--- src/rtl/alu_exec_stage_if.sv ---
// rtl/alu_exec_stage_if.sv - request handshake and single-port memory bus of the ALU execute stage
//
// Request side (requester -> stage):
//   req_valid, req_op[3:0], req_source[15:0], req_dst_addr[15:0], req_store
//   req_ready (stage -> requester)
// Memory side (stage -> memory):
//   mem_addr[15:0], mem_read, mem_write, mem_wdata[15:0]
//   mem_rdata[15:0] (memory -> stage, valid the cycle after mem_read)
// Modports: slave = the execute stage, master = requester plus memory.

interface alu_exec_stage_if;
  logic        req_valid;
  logic        req_ready;
  logic [3:0]  req_op;
  logic [15:0] req_source;
  logic [15:0] req_dst_addr;
  logic        req_store;

  logic [15:0] mem_addr;
  logic        mem_read;
  logic        mem_write;
  logic [15:0] mem_wdata;
  logic [15:0] mem_rdata;

  modport slave (
    input  req_valid, req_op, req_source, req_dst_addr, req_store, mem_rdata,
    output req_ready, mem_addr, mem_read, mem_write, mem_wdata
  );

  modport master (
    output req_valid, req_op, req_source, req_dst_addr, req_store, mem_rdata,
    input  req_ready, mem_addr, mem_read, mem_write, mem_wdata
  );
endinterface

--- src/rtl/alu_exec_stage.sv ---
// rtl/alu_exec_stage.sv - multi-cycle ALU execute stage with memory operand fetch and write-back
//
// Ports:
//   clock, reset           rising-edge clock, synchronous active-high reset
//   bus (slave)            request handshake and single-port memory request
//   alu_source/destination/op/flags  combinational operands to an external ALU (0 outside EXEC)
//   alu_result, alu_flags_in, alu_write_flags  combinational results from the external ALU
//   flags_wr_en, flags_wr_data  external load of the flags register
//   flags                  architectural flags register
//   done                   one-cycle retirement pulse
// Parameter FAST_UNARY: when nonzero, source-only op codes skip the destination read.

module alu_exec_stage #(
  parameter int unsigned FAST_UNARY = 1
) (
  input  logic                   clock,
  input  logic                   reset,
  alu_exec_stage_if.slave        bus,
  output logic [15:0]            alu_source,
  output logic [15:0]            alu_destination,
  output logic [3:0]             alu_op,
  output logic [15:0]            alu_flags,
  input  logic [15:0]            alu_result,
  input  logic [15:0]            alu_flags_in,
  input  logic                   alu_write_flags,
  input  logic                   flags_wr_en,
  input  logic [15:0]            flags_wr_data,
  output logic [15:0]            flags,
  output logic                   done
);

  typedef enum logic [2:0] {
    IDLE  = 3'd0,
    READ  = 3'd1,
    WAIT  = 3'd2,
    EXEC  = 3'd3,
    WRITE = 3'd4
  } state_t;

  state_t      state;
  state_t      state_nxt;

  logic [3:0]  op_q;
  logic [15:0] src_q;
  logic [15:0] dst_addr_q;
  logic        store_q;
  logic [15:0] dst_q;
  logic [15:0] res_q;
  logic [15:0] flags_q;

  logic        accept;
  logic        skip_read;

  // Op codes whose result depends on the source operand only.
  function automatic logic is_unary(input logic [3:0] op);
    case (op)
      4'd0, 4'd4, 4'd7, 4'd8, 4'd9: is_unary = 1'b1;
      default:                      is_unary = 1'b0;
    endcase
  endfunction

  assign accept    = bus.req_valid && (state == IDLE);
  assign skip_read = (FAST_UNARY != 0) && is_unary(bus.req_op);
  assign flags     = flags_q;

  always_ff @(posedge clock) begin
    if (reset) begin
      state      <= IDLE;
      op_q       <= '0;
      src_q      <= '0;
      dst_addr_q <= '0;
      store_q    <= 1'b0;
      dst_q      <= '0;
      res_q      <= '0;
      flags_q    <= '0;
    end else begin
      state <= state_nxt;

      if (accept) begin
        op_q       <= bus.req_op;
        src_q      <= bus.req_source;
        dst_addr_q <= bus.req_dst_addr;
        store_q    <= bus.req_store;
        // Fast-path ops never fetch, so their destination operand is zero;
        // the full path overwrites this in WAIT.
        dst_q      <= '0;
      end

      if (state == WAIT) begin
        dst_q <= bus.mem_rdata;
      end

      if (state == EXEC) begin
        res_q <= alu_result;
      end

      // The ALU update outranks a coincident external load.
      if ((state == EXEC) && alu_write_flags) begin
        flags_q <= alu_flags_in;
      end else if (flags_wr_en) begin
        flags_q <= flags_wr_data;
      end
    end
  end

  always_comb begin
    state_nxt       = state;
    bus.req_ready   = 1'b0;
    bus.mem_addr    = '0;
    bus.mem_read    = 1'b0;
    bus.mem_write   = 1'b0;
    bus.mem_wdata   = '0;
    alu_source      = '0;
    alu_destination = '0;
    alu_op          = '0;
    alu_flags       = '0;
    done            = 1'b0;

    case (state)
      IDLE: begin
        bus.req_ready = 1'b1;
        if (bus.req_valid) begin
          state_nxt = skip_read ? EXEC : READ;
        end
      end

      READ: begin
        bus.mem_read = 1'b1;
        bus.mem_addr = dst_addr_q;
        state_nxt    = WAIT;
      end

      WAIT: begin
        state_nxt = EXEC;
      end

      EXEC: begin
        alu_source      = src_q;
        alu_destination = dst_q;
        alu_op          = op_q;
        alu_flags       = flags_q;
        state_nxt       = WRITE;
      end

      WRITE: begin
        // A reset arriving in the retire cycle suppresses the write and the pulse.
        done = !reset;
        if (store_q && !reset) begin
          bus.mem_write = 1'b1;
          bus.mem_addr  = dst_addr_q;
          bus.mem_wdata = res_q;
        end
        state_nxt = IDLE;
      end

      default: begin
        state_nxt = IDLE;
      end
    endcase
  end

endmodule

--- src/flat_wrapper.sv ---
// flat-port wrapper written by rule: the top's interface ports become plain ports
module alu_exec_stage_flat 
#(
  parameter int unsigned FAST_UNARY = 1
)
  (clock, reset, alu_source, alu_destination, alu_op, alu_flags, alu_result, alu_flags_in, alu_write_flags, flags_wr_en, flags_wr_data, flags, done, bus_req_valid, bus_req_op, bus_req_source, bus_req_dst_addr, bus_req_store, bus_mem_rdata, bus_req_ready, bus_mem_addr, bus_mem_read, bus_mem_write, bus_mem_wdata);
  alu_exec_stage_if bus_i ();
  input  logic clock;
  input  logic reset;
  output logic [15:0] alu_source;
  output logic [15:0] alu_destination;
  output logic [3:0] alu_op;
  output logic [15:0] alu_flags;
  input  logic [15:0] alu_result;
  input  logic [15:0] alu_flags_in;
  input  logic alu_write_flags;
  input  logic flags_wr_en;
  input  logic [15:0] flags_wr_data;
  output logic [15:0] flags;
  output logic done;
  input wire logic [$bits(bus_i.req_valid)-1:0] bus_req_valid;
  input wire logic [$bits(bus_i.req_op)-1:0] bus_req_op;
  input wire logic [$bits(bus_i.req_source)-1:0] bus_req_source;
  input wire logic [$bits(bus_i.req_dst_addr)-1:0] bus_req_dst_addr;
  input wire logic [$bits(bus_i.req_store)-1:0] bus_req_store;
  input wire logic [$bits(bus_i.mem_rdata)-1:0] bus_mem_rdata;
  output wire logic [$bits(bus_i.req_ready)-1:0] bus_req_ready;
  output wire logic [$bits(bus_i.mem_addr)-1:0] bus_mem_addr;
  output wire logic [$bits(bus_i.mem_read)-1:0] bus_mem_read;
  output wire logic [$bits(bus_i.mem_write)-1:0] bus_mem_write;
  output wire logic [$bits(bus_i.mem_wdata)-1:0] bus_mem_wdata;
  assign bus_i.req_valid = bus_req_valid;
  assign bus_i.req_op = bus_req_op;
  assign bus_i.req_source = bus_req_source;
  assign bus_i.req_dst_addr = bus_req_dst_addr;
  assign bus_i.req_store = bus_req_store;
  assign bus_i.mem_rdata = bus_mem_rdata;
  assign bus_req_ready = bus_i.req_ready;
  assign bus_mem_addr = bus_i.mem_addr;
  assign bus_mem_read = bus_i.mem_read;
  assign bus_mem_write = bus_i.mem_write;
  assign bus_mem_wdata = bus_i.mem_wdata;
  alu_exec_stage #(.FAST_UNARY(FAST_UNARY)) u_core (.clock(clock), .reset(reset), .bus(bus_i), .alu_source(alu_source), .alu_destination(alu_destination), .alu_op(alu_op), .alu_flags(alu_flags), .alu_result(alu_result), .alu_flags_in(alu_flags_in), .alu_write_flags(alu_write_flags), .flags_wr_en(flags_wr_en), .flags_wr_data(flags_wr_data), .flags(flags), .done(done));
endmodule
--- config.mk ---
export PLATFORM = sky130hd
export DESIGN_NAME = alu_exec_stage_flat
export DESIGN_NICKNAME = d
export VERILOG_FILES = /design/src/rtl/alu_exec_stage_if.sv /design/src/rtl/alu_exec_stage.sv /design/src/flat_wrapper.sv
export SDC_FILE = /design/constraint.sdc
export NUM_CORES = 1
export LEC_CHECK = 0
export CAP_MARGIN = 20
export CORE_UTILIZATION = 54
export DETAILED_ROUTE_END_ITERATION = 8
export DONT_BUFFER_PORTS = 1
export PLACE_DENSITY = 0.74
export SYNTH_ARGS = -nofsm -noshare
export SYNTH_HDL_FRONTEND = slang
export SYNTH_SLANG_ARGS = --single-unit
--- constraint.sdc ---
create_clock -name clock -period 1.6 [get_ports clock]
set_input_delay 0.4 -clock clock [delete_from_list [all_inputs] [get_ports clock]]
set_output_delay 0.4 -clock clock [all_outputs]
set_load 0.05 [all_outputs]
==> flow_summary_export.csv <==
group,metric,value,unit
worst_setup_path,cp_slowest_cell,"dfxtp_2",
drt,route.detailed.drc,0,
clocking,h-tree-depth,3,
worst_setup_path,start_kind,"flip-flop",
clocking,clkTransAtPathRegs,0.09,ns
synthesis,synth_area_per_cell,8.40,um2
synthesis,syn_inst,458,
outcome,status,"finished, violations left",
synthesis,seq_area_frac_synth,45.8,%
sta,period_needed,1.97,ns
power_and_ir_drop,leakage,2.16,nW
sta,tightest_slew,0.224,ns
flow_run,cap_violations,0,
die,start_util,56.3,%
synthesis,synthMuxAreaShare,4.17,%
power_and_ir_drop,power.density,968,nW/um2
drt,vias_per_cell,5.59,
synthesis,syn_nets,564,
finish,nNetsFinal,603,
grt,grt_pass1_vias,3046,
die,core,6830,um2
finish,final_cells,597,
hold_path,whs_path_depth,1,
sta,max_slew_margin,84.6,%
synthesis,ys_warn_count,0,
worst_setup_path,cp.arrival,1.57,ns
clocking,cts_max_path_buffers,2,
die,die_area,7460,um2
drt,wire_per_inst,18.0,um
die,dieWidth,86.4,um
clocking,clock-sinks,88,
worst_setup_path,rr_worst_depth,8,
worst_setup_path,critPathTopFamily,"simple AND/OR/NAND/NOR gates",
finish,fin_util,77.1,%
clocking,hold_buffers,0,
drt,drtIter0Drc,75,
drt,dr_total_vias,3338,
worst_setup_path,crit_buf_inv,2,
worst_setup_path,cp-end-kind,"output pin",
grt,grt_pass1_wl,14.6,mm
placement,place_hpwl,6.48,mm
synthesis,synthAdderAreaFrac,0,%
power_and_ir_drop,peakVddDrop,0.712,mV
worst_setup_path,cp_common_cell,"buf_12",
worst_setup_path,cp_num_cells,5,
synthesis,synthSimpleGateAreaFrac,29.9,%
worst_setup_path,cp_slowest_stage_delay,0.35,ns
sta,finalHoldViolCount,0,
sta,rsz0062_at_grt,"true",
synthesis,syn-cell-area,3840,um2
finish,drive_above_1_share,42.7,%
synthesis,synth_top_family_by_area,"simple AND/OR/NAND/NOR gates",
grt,antenna_found_initial,0,
drt,routed_wl,10.8,mm
finish,antennaDiodeCount,0,
placement,dp_cells,562,
sta,finalCritPeriodShare,123,%
placement,port-buffer-count,0,
sta,skew,0.0138,ns
die,placementRows,30,
clocking,insertion_delay,0.34,ns
clocking,cts-buffers-inserted,9,
grt,grt_max_degree,78,
worst_setup_path,cp.required,1.20,ns
grt,overflow,0,
synthesis,ys_ff_latch,88,
die,ios,210,
clocking,cts_tree,"yes",
clocking,cts-root-buf,"clkbuf_8",
placement,routabilityCongestion,0.802,
sta,fmaxAchievable,507,MHz
worst_setup_path,critPathKind,"flip-flop to output pin",
worst_setup_path,path_max_fanout,16,
sta,maxSlewViolCount,0,
grt,grtUsageTotal,24.9,%
worst_setup_path,cp_cell_sequence,"nand4bb_1 -> a21oi_2 -> buf_12 -> and3_4 -> buf_12",
drt,first_pass_iters,4,
sta,setup_viol_count_final,105,
synthesis,synth_xor_area_share,0.228,%
drt,antenna_left,0,
synthesis,synth-compound-area-share,15.0,%
outcome,violations,"negative setup slack",
synthesis,synth.distinct_cells,27,
finish,areaGrowthSynthToFinish,37.0,%
sta,finalWorstSetupSlack,-0.374,ns
hold_path,hold_path.class,"input pin to flip-flop",
die,fp.dieH,86.4,um
placement,pre_cts_ws,-0.0819,ns
-- synthesized netlist by cell type --
library cell | number | area (um2)
nor4b_4 | 2 | 47.6
a211oi_1 | 18 | 135
nand2_1 | 106 | 398
o21bai_1 | 1 | 7.51
buf_6 | 4 | 45.0
dfxtp_1 | 88 | 1760
nand4b_1 | 1 | 8.76
nand4bb_1 | 1 | 11.3
and3_1 | 2 | 12.5
xor2_1 | 1 | 8.76
nor3_1 | 2 | 10.0
buf_4 | 2 | 15.0
or2_2 | 1 | 6.26
a22o_1 | 16 | 140
buf_2 | 14 | 70.1
mux2i_1 | 16 | 160
and2_1 | 83 | 519
a21oi_2 | 2 | 17.5
nand2b_1 | 1 | 6.26
o31ai_1 | 1 | 7.51
nor4b_1 | 1 | 8.76
nand3b_1 | 2 | 15.0
and3b_1 | 2 | 17.5
or4b_1 | 1 | 10.0
a21oi_1 | 54 | 270
nor2_1 | 21 | 78.8
clkbuf_1 | 15 | 56.3
-- cell usage in the layout, fill, tap and decap left out, drive strengths merged --
cell / synthesis / routed
or2: 1 / 1
nand4b: 1 / 1
clkinv: 0 / 1
nor4b: 3 / 3
a22o: 16 / 16
o31ai: 1 / 1
and2: 83 / 83
xor2: 1 / 1
nand2b: 1 / 1
nand2: 106 / 106
or4b: 1 / 1
dfxtp: 88 / 88
and3b: 2 / 2
clkbuf: 15 / 18
nand4bb: 1 / 1
o21bai: 1 / 1
nor2: 21 / 21
bufinv: 0 / 2
nand3b: 2 / 2
buf: 20 / 56
nor3: 2 / 2
bufbuf: 0 / 1
a211oi: 18 / 18
a21oi: 56 / 56
mux2i: 16 / 16
and3: 2 / 2
-- stage by stage --
| stage | power [mW] | setup TNS [ns] | instance area (um2) | hold slack, ns |
|---|---|---|---|---|
| after global placement | 3.18 | -0.256 | 4420 | 0.431 |
| after global routing | 5.27 | -33.17 | 5270 | 0.105 |
| after floorplan | 3.03 | -1.92 | 4050 | 0.432 |
| after detailed placement | 3.20 | -0.359 | 4420 | 0.436 |
| final | 5.10 | -26.80 | 5270 | 0.122 |
| after CTS | 4.93 | -25.72 | 4870 | 0.111 |
-- layout make-up --
class | count | area (um2)
timing repair buffer | 63 | 827
tap | 96 | 120
clock buffer | 12 | 155
multi-input combinational | 335 | 2330
clock inverter | 3 | 65.1
fill | 479 | 1560
sequential | 88 | 1770
-- layer usage --
| layer | global-route usage, % | share of wire, % | vias to the layer above |
|---|---|---|---|
| li1 | - | - | 1602 |
| met5 | 0 | 0 | - |
| met2 | 43.4 | 52 | 145 |
| met3 | 9.05 | 7.8 | 18 |
| met1 | 28.2 | 38 | 1573 |
| met4 | 8.18 | 2.1 | 0 |
-- path summary, 6_finish.rpt --
path | end | start | slack, ns
worst max-delay path | bus_mem_addr[2] | u_core.state[0] | -0.37
worst min-delay path | u_core.res_q[11] | reset | 0.12
worst max register to register | u_core.op_q[1] | u_core.state[1] | -0.05
worst min register to register | u_core.res_q[13] | u_core.res_q[13] | 0.45
-- flip-flops by register name, indices dropped and copies added (netlist names) --
register	count
u_core.store_q	1
u_core.res_q	16
u_core.src_q	16
u_core.dst_q	16
u_core.state	3
u_core.dst_addr_q	16
u_core.flags	16
u_core.op_q	4
-- cell families after synthesis --
family | count (synthesis)
AOI/OAI and AO/OA | 92
and+or+nand+nor | 226
muxes | 16
xor gates and xnor gates | 1
DFF | 88
buffers and inverters | 35
-- where the power goes --
group | internal, mW | switching [mW] | leakage, nW | total (mW)
clock | 0.956 | 0.743 | 0.112 | 1.70
combinational | 0.433 | 0.561 | 1.33 | 0.995
sequential | 2.32 | 0.0814 | 0.721 | 2.41
total | 3.71 | 1.39 | 2.16 | 5.10
-- timing repair --
action | 4_1_cts | 5_1_grt
pin swaps | 44 | 37
buffers inserted | 8 | 6
gates cloned | 2 | 7
endpoints found under the setup margin | 88 | 123
gates resized for setup | 53 | 62
(Power assumes the default switching activity.)
